**src/rtl/uart_frame_pkg.sv**
```systemverilog
// +----------------------------------------------------------------------------+
// | Module     : uart_frame_pkg                                                |
// | Description: Shared parser state encoding and default framing bytes.       |
// | Revision   : 1.0                                                           |
// +----------------------------------------------------------------------------+
`default_nettype none

package uart_frame_pkg;

  typedef enum logic [2:0] {
    IDLE     = 3'd0,
    GET_HDR1 = 3'd1,
    GET_CTRL = 3'd2,
    GET_PAY  = 3'd3,
    GET_CHK  = 3'd4,
    GET_TAIL = 3'd5
  } state_t;

  localparam logic [7:0] DEF_HDR0 = 8'hAB;
  localparam logic [7:0] DEF_HDR1 = 8'hCD;
  localparam logic [7:0] DEF_TAIL = 8'hEF;

endpackage

`default_nettype wire

```
**src/rtl/uart_byte_timer.sv**
```systemverilog
// +----------------------------------------------------------------------------+
// | Module     : uart_byte_timer                                               |
// | Description: Inter-byte watchdog; expires after TIMEOUT_CYC idle cycles.   |
// | Revision   : 1.0                                                           |
// +----------------------------------------------------------------------------+
`default_nettype none

module uart_byte_timer #(
  parameter int TIMEOUT_CYC = 50000
) (
  input  logic sclk,
  input  logic rst,
  input  logic clr,
  input  logic run,
  output logic expired
);

  localparam int TMR_W = $clog2(TIMEOUT_CYC + 1);
  localparam logic [TMR_W-1:0] LAST = TMR_W'(TIMEOUT_CYC - 1);

  logic [TMR_W-1:0] cnt_q, cnt_d;

  // A byte arriving on the expiry cycle wins, so clr masks expiry.
  assign expired = run && !clr && (cnt_q == LAST);

  always_comb begin
    cnt_d = cnt_q;
    if (!run || clr) begin
      cnt_d = '0;
    end else if (cnt_q != LAST) begin
      cnt_d = cnt_q + TMR_W'(1);
    end
  end

  always_ff @(posedge sclk or negedge rst) begin
    if (!rst) begin
      cnt_q <= '0;
    end else begin
      cnt_q <= cnt_d;
    end
  end

endmodule

`default_nettype wire

```
**src/rtl/uart_frame_parser.sv**
```systemverilog
// +----------------------------------------------------------------------------+
// | Module     : uart_frame_parser                                             |
// | Description: Byte-stream frame parser HDR0 HDR1 CTRL PAYLOAD [CHK] TAIL.   |
// |              Define UART_FRAME_CHKSUM_EN to require the CHK byte.          |
// | Revision   : 1.0                                                           |
// +----------------------------------------------------------------------------+
`default_nettype none

module uart_frame_parser
  import uart_frame_pkg::*;
#(
  parameter logic [7:0] HDR0          = DEF_HDR0,
  parameter logic [7:0] HDR1          = DEF_HDR1,
  parameter logic [7:0] TAIL          = DEF_TAIL,
  parameter int         PAYLOAD_BYTES = 4,
  parameter int         TIMEOUT_CYC   = 50000
) (
  input  logic                         sclk,
  input  logic                         rst,
  input  logic [7:0]                   rx_data,
  input  logic                         rx_done,
  output logic [7:0]                   ctrl,
  output logic [8*PAYLOAD_BYTES-1:0]   payload,
  output logic                         frame_valid,
  output logic                         frame_err,
  output logic                         busy
);

  localparam int CNT_W = (PAYLOAD_BYTES > 1) ? $clog2(PAYLOAD_BYTES) : 1;
  localparam logic [CNT_W-1:0] CNT_LAST = CNT_W'(PAYLOAD_BYTES - 1);

  state_t                       state_q, state_d;
  logic [CNT_W-1:0]             cnt_q, cnt_d;
  logic [7:0]                   ctrl_sh_q, ctrl_sh_d;
  logic [8*PAYLOAD_BYTES-1:0]   pay_sh_q, pay_sh_d;
  logic [7:0]                   ctrl_q, ctrl_d;
  logic [8*PAYLOAD_BYTES-1:0]   payload_q, payload_d;
  logic                         frame_valid_q, frame_valid_d;
  logic                         frame_err_q, frame_err_d;
  logic                         busy_q, busy_d;
  logic                         timer_run;
  logic                         timer_expired;
`ifdef UART_FRAME_CHKSUM_EN
  logic [7:0]                   sum_q, sum_d;
`endif

  assign timer_run = (state_q != IDLE);

  uart_byte_timer #(
    .TIMEOUT_CYC (TIMEOUT_CYC)
  ) u_timer (
    .sclk    (sclk),
    .rst     (rst),
    .clr     (rx_done),
    .run     (timer_run),
    .expired (timer_expired)
  );

  always_comb begin
    state_d       = state_q;
    cnt_d         = cnt_q;
    ctrl_sh_d     = ctrl_sh_q;
    pay_sh_d      = pay_sh_q;
    ctrl_d        = ctrl_q;
    payload_d     = payload_q;
    frame_valid_d = 1'b0;
    frame_err_d   = 1'b0;
`ifdef UART_FRAME_CHKSUM_EN
    sum_d         = sum_q;
`endif
    if (rx_done) begin
      case (state_q)
        IDLE: begin
          if (rx_data == HDR0) state_d = GET_HDR1;
        end
        GET_HDR1: begin
          if (rx_data == HDR1)      state_d = GET_CTRL;
          else if (rx_data == HDR0) state_d = GET_HDR1;
          else                      state_d = IDLE;
        end
        GET_CTRL: begin
          ctrl_sh_d = rx_data;
          cnt_d     = '0;
`ifdef UART_FRAME_CHKSUM_EN
          sum_d     = rx_data;
`endif
          state_d   = GET_PAY;
        end
        GET_PAY: begin
          for (int k = 0; k < PAYLOAD_BYTES; k++) begin
            if (cnt_q == CNT_W'(k)) pay_sh_d[8*k +: 8] = rx_data;
          end
`ifdef UART_FRAME_CHKSUM_EN
          sum_d = sum_q + rx_data;
`endif
          if (cnt_q == CNT_LAST) begin
            cnt_d = '0;
`ifdef UART_FRAME_CHKSUM_EN
            state_d = GET_CHK;
`else
            state_d = GET_TAIL;
`endif
          end else begin
            cnt_d = cnt_q + CNT_W'(1);
          end
        end
`ifdef UART_FRAME_CHKSUM_EN
        GET_CHK: begin
          if (rx_data == sum_q) begin
            state_d = GET_TAIL;
          end else begin
            frame_err_d = 1'b1;
            state_d     = IDLE;
          end
        end
`endif
        GET_TAIL: begin
          if (rx_data == TAIL) begin
            ctrl_d        = ctrl_sh_q;
            payload_d     = pay_sh_q;
            frame_valid_d = 1'b1;
          end else begin
            frame_err_d = 1'b1;
          end
          state_d = IDLE;
        end
        default: state_d = IDLE;
      endcase
    end else if (timer_expired) begin
      frame_err_d = 1'b1;
      state_d     = IDLE;
      cnt_d       = '0;
    end
    busy_d = (state_d != IDLE);
  end

  always_ff @(posedge sclk or negedge rst) begin
    if (!rst) begin
      state_q       <= IDLE;
      cnt_q         <= '0;
      ctrl_sh_q     <= '0;
      pay_sh_q      <= '0;
      ctrl_q        <= '0;
      payload_q     <= '0;
      frame_valid_q <= 1'b0;
      frame_err_q   <= 1'b0;
      busy_q        <= 1'b0;
`ifdef UART_FRAME_CHKSUM_EN
      sum_q         <= '0;
`endif
    end else begin
      state_q       <= state_d;
      cnt_q         <= cnt_d;
      ctrl_sh_q     <= ctrl_sh_d;
      pay_sh_q      <= pay_sh_d;
      ctrl_q        <= ctrl_d;
      payload_q     <= payload_d;
      frame_valid_q <= frame_valid_d;
      frame_err_q   <= frame_err_d;
      busy_q        <= busy_d;
`ifdef UART_FRAME_CHKSUM_EN
      sum_q         <= sum_d;
`endif
    end
  end

  assign ctrl        = ctrl_q;
  assign payload     = payload_q;
  assign frame_valid = frame_valid_q;
  assign frame_err   = frame_err_q;
  assign busy        = busy_q;

endmodule

`default_nettype wire

```
**config.mk**
```make
export PLATFORM = sky130hd
export DESIGN_NAME = uart_frame_parser
export DESIGN_NICKNAME = d
export VERILOG_FILES = /design/src/rtl/uart_frame_pkg.sv /design/src/rtl/uart_byte_timer.sv /design/src/rtl/uart_frame_parser.sv
export SDC_FILE = /design/constraint.sdc
export NUM_CORES = 1
export LEC_CHECK = 0
export CAP_MARGIN = 20
export CORE_AREA = 5 5 113 105
export CTS_CLUSTER_DIAMETER = 150
export DETAILED_ROUTE_END_ITERATION = 8
export DIE_AREA = 0 0 118 110
export DONT_BUFFER_PORTS = 1
export GPL_TIMING_DRIVEN = 0
export HOLD_SLACK_MARGIN = 0.06
export PLACE_DENSITY = 0.67
export SYNTH_ARGS = -nofsm -noshare
export SYNTH_HDL_FRONTEND = slang
export SYNTH_SLANG_ARGS = --single-unit
```
**constraint.sdc**
```tcl
create_clock -name sclk -period 2 [get_ports sclk]
set_clock_uncertainty 0.15 [all_clocks]
set_input_delay 0.1 -clock sclk [delete_from_list [all_inputs] [get_ports sclk]]
set_output_delay 0.1 -clock sclk [all_outputs]
set_load 0.02 [all_outputs]
```
==> reports/metrics.yaml, run 1 <==
status:
  status: "complete, but fails checks"
  violations: "hold timing"
global_route:
  grt_pass1_vias: 2510
  grt_max_degree: 105
  track_usage: 0.135
  grt_overflow_total: 0
  antenna_found_initial: 0
  grt_pass1_wl_um: 13600
critical_path:
  crit_required_ps: 2060
  timing.rr.end: "busy"
  r2r_start: "u_timer.cnt_q[1]"
  cp_max_fo: 7
  start_kind: "register"
  worst_r2r_path_depth: 8
  cp-end-kind: "register"
  arrival_ps: 1970
  crit_type: "reg2reg"
  regToRegSetupSlack_ps: 90
timing:
  tightestPinTransition_ps: 785
  fin_crit_sh: 0.955
  timing.final.max_slew_violations: 0
  rsz0062_at_grt: "yes"
  relSlewSlack: 0.474
  max_freq_ghz: 0.524
  timing.hold.ws_ps: -697
  hold_viol: 104
  min_period_ps: 1910
  setup-violations-final: 0
worst_hold_path:
  min_path_type: "in2async"
logic_synthesis:
  synthSimpleGateAreaFrac: 0.106
  syn_avg_cell_area_sq_um: 14.1
  ys_warn_count: 0
  ys_types: 45
  synth-adder-area-share: 0.0145
  yosysSeqAreaShare: 0.602
  synth_xor_area_frac: 0.0223
  synth.cell_area_sq_um: 4320
  yosysTopAreaCell: "dfrtp_1"
  synth-seq-cells: 104
  yosysTopAreaCellShare: 0.602
  synth.area.top_cells: "dfrtp_1 60%, mux2_2 21%, nor2_1 1.9%"
  synth_edf_count: 0
  yosysMostFrequentCell: "dfrtp_1"
  syn_nets: 323
  synth_commonest_cells: "104 x dfrtp_1, 79 x mux2_2, 22 x nor2_1"
  synth.area.mux_share: 0.211
  synth_top_family_by_area: "multiplexers"
  synth_async_sr_flop_share: 1.00
  synthFlopType: "dfrtp_1"
  syn_inst: 307
  synth_compound_area_frac: 0.0203
cells_and_area:
  area_growth_pct: 15.6
  n_antenna_cell: 0
  drive_gt1_frac: 0.365
  final_nets: 348
routing:
  drc: 0
  avgViaCountPerCell: 5.23
  drtIter0Drc: 98
  num_vias: 2457
  ant_nets: 0
  routedWlPerCell_um: 18.0
  finalWirelength_um: 8440
  firstDrtPassIters: 4
pwr:
  ir_worst_vdd_mv: 0.596
  power_density_nw_per_um2: 822
  finalPower_mw: 4.10
  p_leak_nw: 2.52
cts:
  clk_pin_slew_ps: 70
  root_buffer: "clkbuf_16"
  htree_levels: 3
  cts_tree: "built"
  clock_path_buffers: 2
  insertion_delay_ps: 340
  numCtsBuffers: 9
  numClockSinks: 104
floorplanning:
  io_pins: 54
  rows: 36
  die_w_um: 118
  core_sq_um: 10500
  start_util: 0.410
  die_h_um: 110
  dieArea_sq_um: 13000
placed_design:
  portBuffers: 0
  place.gp.congestion: 0.771
  detailed_place_hpwl_um: 5500
run:
  maxCapViolations: 0
[layout make-up]
type | count | area, sq um
Sequential cell | 104 | 2600
Tap cell | 133 | 166
Multi-Input combinational cell | 187 | 1630
Timing Repair Buffer | 14 | 140
Fill cell | 973 | 5540
Inverter | 5 | 18.8
Clock buffer | 11 | 253
Buffer | 11 | 95.1
Clock inverter | 5 | 86.3
[repair_timing]
item                                    4_1_cts  5_1_grt
gates cloned                                  0        0
setup buffers                                 1        3
endpoints found under the setup margin        1       40
pin swaps                                     0        2
hold buffers                                  9        1
resized for setup                             1       10
endpoints found under the hold margin       151      110
[how the worst max path moves through the flow]
stage	start	endpoint	cells after the start
floorplan	state_q[0]	payload[17]	7
global placement	u_timer.cnt_q[0]	busy	8
detailed placement	u_timer.cnt_q[0]	busy	8
CTS	u_timer.cnt_q[1]	busy	8
global route	u_timer.cnt_q[1]	busy	8
finish	u_timer.cnt_q[1]	busy	8
[sequential cells by signal, summed over array words and instances, names as in the netlist, 2 cells and up]
signal	cells
cnt_q	2
ctrl	8
ctrl_sh_q	8
pay_sh_q	32
payload	32
state_q	3
u_timer.cnt_q	16
[cell families after synthesis]
kind of cell	Yosys count
mux	81
xor+xnor	11
flops	104
buf+inv	16
fa+ha+maj	5
compound gates	14
simple gates	76
[per-stage QoR]
step	setup WS (ps)	cell area (sq um)	TNS (ps)	instances	util
after floorplan	269	4320	0	307	-
after global placement	-13.6	4490	-13.6	440	0.426
after detailed placement	-25.4	4490	-25.4	440	0.426
after CTS	0.950	4930	0	466	0.467
after global routing	-28.5	5000	-28.5	470	0.474
final	90.8	5000	0	470	0.474
[layer usage]
| layer | vias to the layer above | GRT usage | part of all wire |
|---|---|---|---|
| met1 | 1265 | 0.177 | 0.45 |
| met5 | - | 0 | 0 |
| met4 | 0 | 0.0541 | 0.012 |
| met2 | 43 | 0.213 | 0.49 |
| li1 | 1142 | - | - |
| met3 | 7 | 0.0388 | 0.048 |
[layout by cell type, fill, tap and decap left out, drive strengths merged, types with 2 or more instances in the layout]
master and count:
xnor2 4, and3 4, xor2 7, ha 5, nand3b 2, clkbuf 12, nor3 6, bufinv 2
nand3 9, nand2 12, a21oi 2, o21ai 6, nor2 23, nor2b 3, mux2 80, nor4 2
or2 2, inv 7, dlymetal6s4s 4, buf 14, dlygate4sd3 6, nand4 4, dfrtp 104
[power by group]
part / leakage (nW) / switching [mW] / internal, mW
clock: 0.167 / 0.768 / 1.18
combinational: 0.901 / 0.0286 / 0.0223
sequential: 1.45 / 0.00255 / 2.11
[critical path: stages, from the launching register on]
cell and delay [ps]:
dfrtp_1 400, ha_2 200, and3_1 140, buf_4 130, nand4_1 150, buf_6 190, nand3b_1 70, nand3_1 100
nand4bb_4 240
Note: power is estimated with default switching activity, not from simulation.
==> run 2, diff against run 1 <==
==> constraint.sdc (replaced) <==
create_clock -name sclk -period 1.81 [get_ports sclk]
set_clock_uncertainty 0.15 [all_clocks]
set_input_delay 0.0905 -clock sclk [delete_from_list [all_inputs] [get_ports sclk]]
set_output_delay 0.0905 -clock sclk [all_outputs]
set_load 0.02 [all_outputs]
==> reports/metrics.yaml, run 2 (synthesis results as in run 1) <==
global_route:
  use_met1: 0.191  # +0.0131
  grt_max_degree: 105  # unchanged
  grt_pass1_vias: 2573  # +2.5%
  track_usage: 0.143  # +0.00778
  top_usage_layer: "met2"
  antenna_found_initial: 0  # unchanged
  gr-usage-met2: 0.226  # +0.0133
  grt_pass1_wl_um: 14300  # +5.5%
  grt_overflow_total: 0  # unchanged
  grt.met3_usage: 0.0372  # -0.00153
cts:
  clock_path_buffers: 2  # unchanged
  htree_levels: 3  # unchanged
  cts_tree: "built"
  root_buffer: "clkbuf_16"
  clk_pin_slew_ps: 70  # about the same
  cts_hold_buf: 14  # +5
  numCtsBuffers: 9  # unchanged
  insertion_delay_ps: 340  # about the same
  numClockSinks: 104  # unchanged
cells_and_area:
  stdcell_area_sq_um: 5220  # +4.5%
  final_nets: 360  # +3.4%
  n_antenna_cell: 0  # unchanged
  fillCellCount: 945  # -2.9%
  drive_gt1_frac: 0.398  # +0.0333
  fin_cells: 482  # +2.6%
  final_common_cell: "dfrtp_1"
  final_core_util: 0.495  # +0.0212
  area_growth_pct: 20.8
  final_cell_mix: "104 x dfrtp_1, 76 x mux2_2, 22 x nor2_1, 13 x dlygate4sd3_1, 11 x buf_4"
routing:
  num_vias: 2535  # +3.2%
  finalWirelength_um: 9010  # +6.8%
  drtIter0Drc: 180  # +84%
  firstDrtPassIters: 4  # unchanged
  drc: 0  # unchanged
  routedWlPerCell_um: 18.7  # +4.1%
  ant_nets: 0  # unchanged
  avgViaCountPerCell: 5.26  # +0.61%
placed_design:
  detailed_place_hpwl_um: 5500  # unchanged
  place.gp.congestion: 0.771  # unchanged
  portBuffers: 0  # unchanged
  dp.cells: 440  # unchanged
  place_area_sq_um: 4490  # unchanged
critical_path:
  regToRegSetupSlack_ps: -40  # -130 ps
  critPathBufInv: 2  # unchanged
  crit_family: "simple AND/OR/NAND/NOR gates"
  arrival_ps: 1930  # -40 ps
  slowest_delay_ps: 470  # +70 ps
  slowest_stage: "dfrtp_1"
  r2r_start: "state_q[1]"
  critical_path.cell_chain: "nor3b_4 -> and3_4 -> buf_12 -> buf_8 -> mux2_2"
  crit_type: "reg2reg"
  crit_start: "state_q[1]"
  cp_max_fo: 10  # +3
  start_kind: "register"
  crit_required_ps: 1890  # -170 ps
  cp-end-kind: "register"
floorplanning:
  core_sq_um: 10500  # unchanged
  rows: 36  # unchanged
  start_util: 0.410  # unchanged
  dieArea_sq_um: 13000  # unchanged
  io_pins: 54  # unchanged
  die_h_um: 110  # unchanged
  die_w_um: 118  # unchanged
timing:
  max_freq_ghz: 0.542  # +3.5%
  hold_viol: 104  # unchanged
  timing.hold.ws_ps: -706  # -9.11 ps
  rsz0062_at_grt: "yes"
  tightestPinTransition_ps: 509  # -275 ps
  timing.final.max_slew_violations: 0  # unchanged
  setup-violations-final: 41  # +41
  finalSetupTns_ps: -683  # -683 ps
  relSlewSlack: 0.659  # +0.185
  fin_crit_sh: 1.02  # +0.0650
  min_period_ps: 1850  # -63.8 ps
  setup_ws_ps: -35.4  # -126 ps
status:
  status: "complete, but fails checks"
  violations: "hold timing, setup timing"
run:
  maxCapViolations: 0  # unchanged
pwr:
  power_density_nw_per_um2: 871  # +6.1%
  p_leak_nw: 2.61  # +3.4%
  ir_worst_vdd_mv: 0.656  # +10%
worst_hold_path:
  min_path_type: "in2async"
[run 2: worst reg2reg max path, cell delays in order, from the launching register on]
cell and delay [ps]:
dfrtp_1 470, nor3b_4 260, and3_4 230, buf_12 140, buf_8 150, mux2_2 350
[run 2: repair_timing]
action | in CTS | in global routing
setup endpoints to repair | 52 | 69
endpoints found under the hold margin | 157 | 104
pin swaps | 6 | 5
cloned | 1 | 0
buffers inserted | 8 | 3
resized for setup | 20 | 15
[run 2: through the flow]
step	total power, mW	setup slack, ps
5_1_grt	4.72	-136
4_1_cts	4.60	-28.6
2_1_floorplan	2.39	79.4
6_report	4.55	-35.4
3_5_place_dp	2.39	-215
3_3_place_gp	2.39	-204
[run 2: layout make-up]
class	instances	area, sq um	area share
buffer	11	134	0.0256
clock buffer	11	253	0.0484
clock inverter	5	86.3	0.0165
inverter	5	23.8	0.00455
multi-input combinational	187	1700	0.326
sequential	104	2600	0.499
tap	133	166	0.0319
timing repair buffer	26	253	0.0484
[run 2: final timing paths]
path	cells after the start	endpoint
min	0	frame_err
max reg2reg	5	payload[4]
max	5	payload[4]
min in group sclk	2	frame_err
max in group asynchronous	0	payload[13]
min reg2reg	1	payload[24]
[run 2: power breakdown]
group	internal [mW]	total (mW)	switching, mW
Combinational	0.0281	0.0598	0.0317
Sequential	2.33	2.33	0.00290
Clock	1.30	2.16	0.858
Total	3.66	4.55	0.892
[run 2: layer usage]
metal,vias up,share of wire
li1,1165,-
met1,1312,0.45
met2,51,0.49
met3,7,0.055
met4,0,0.012
met5,-,0
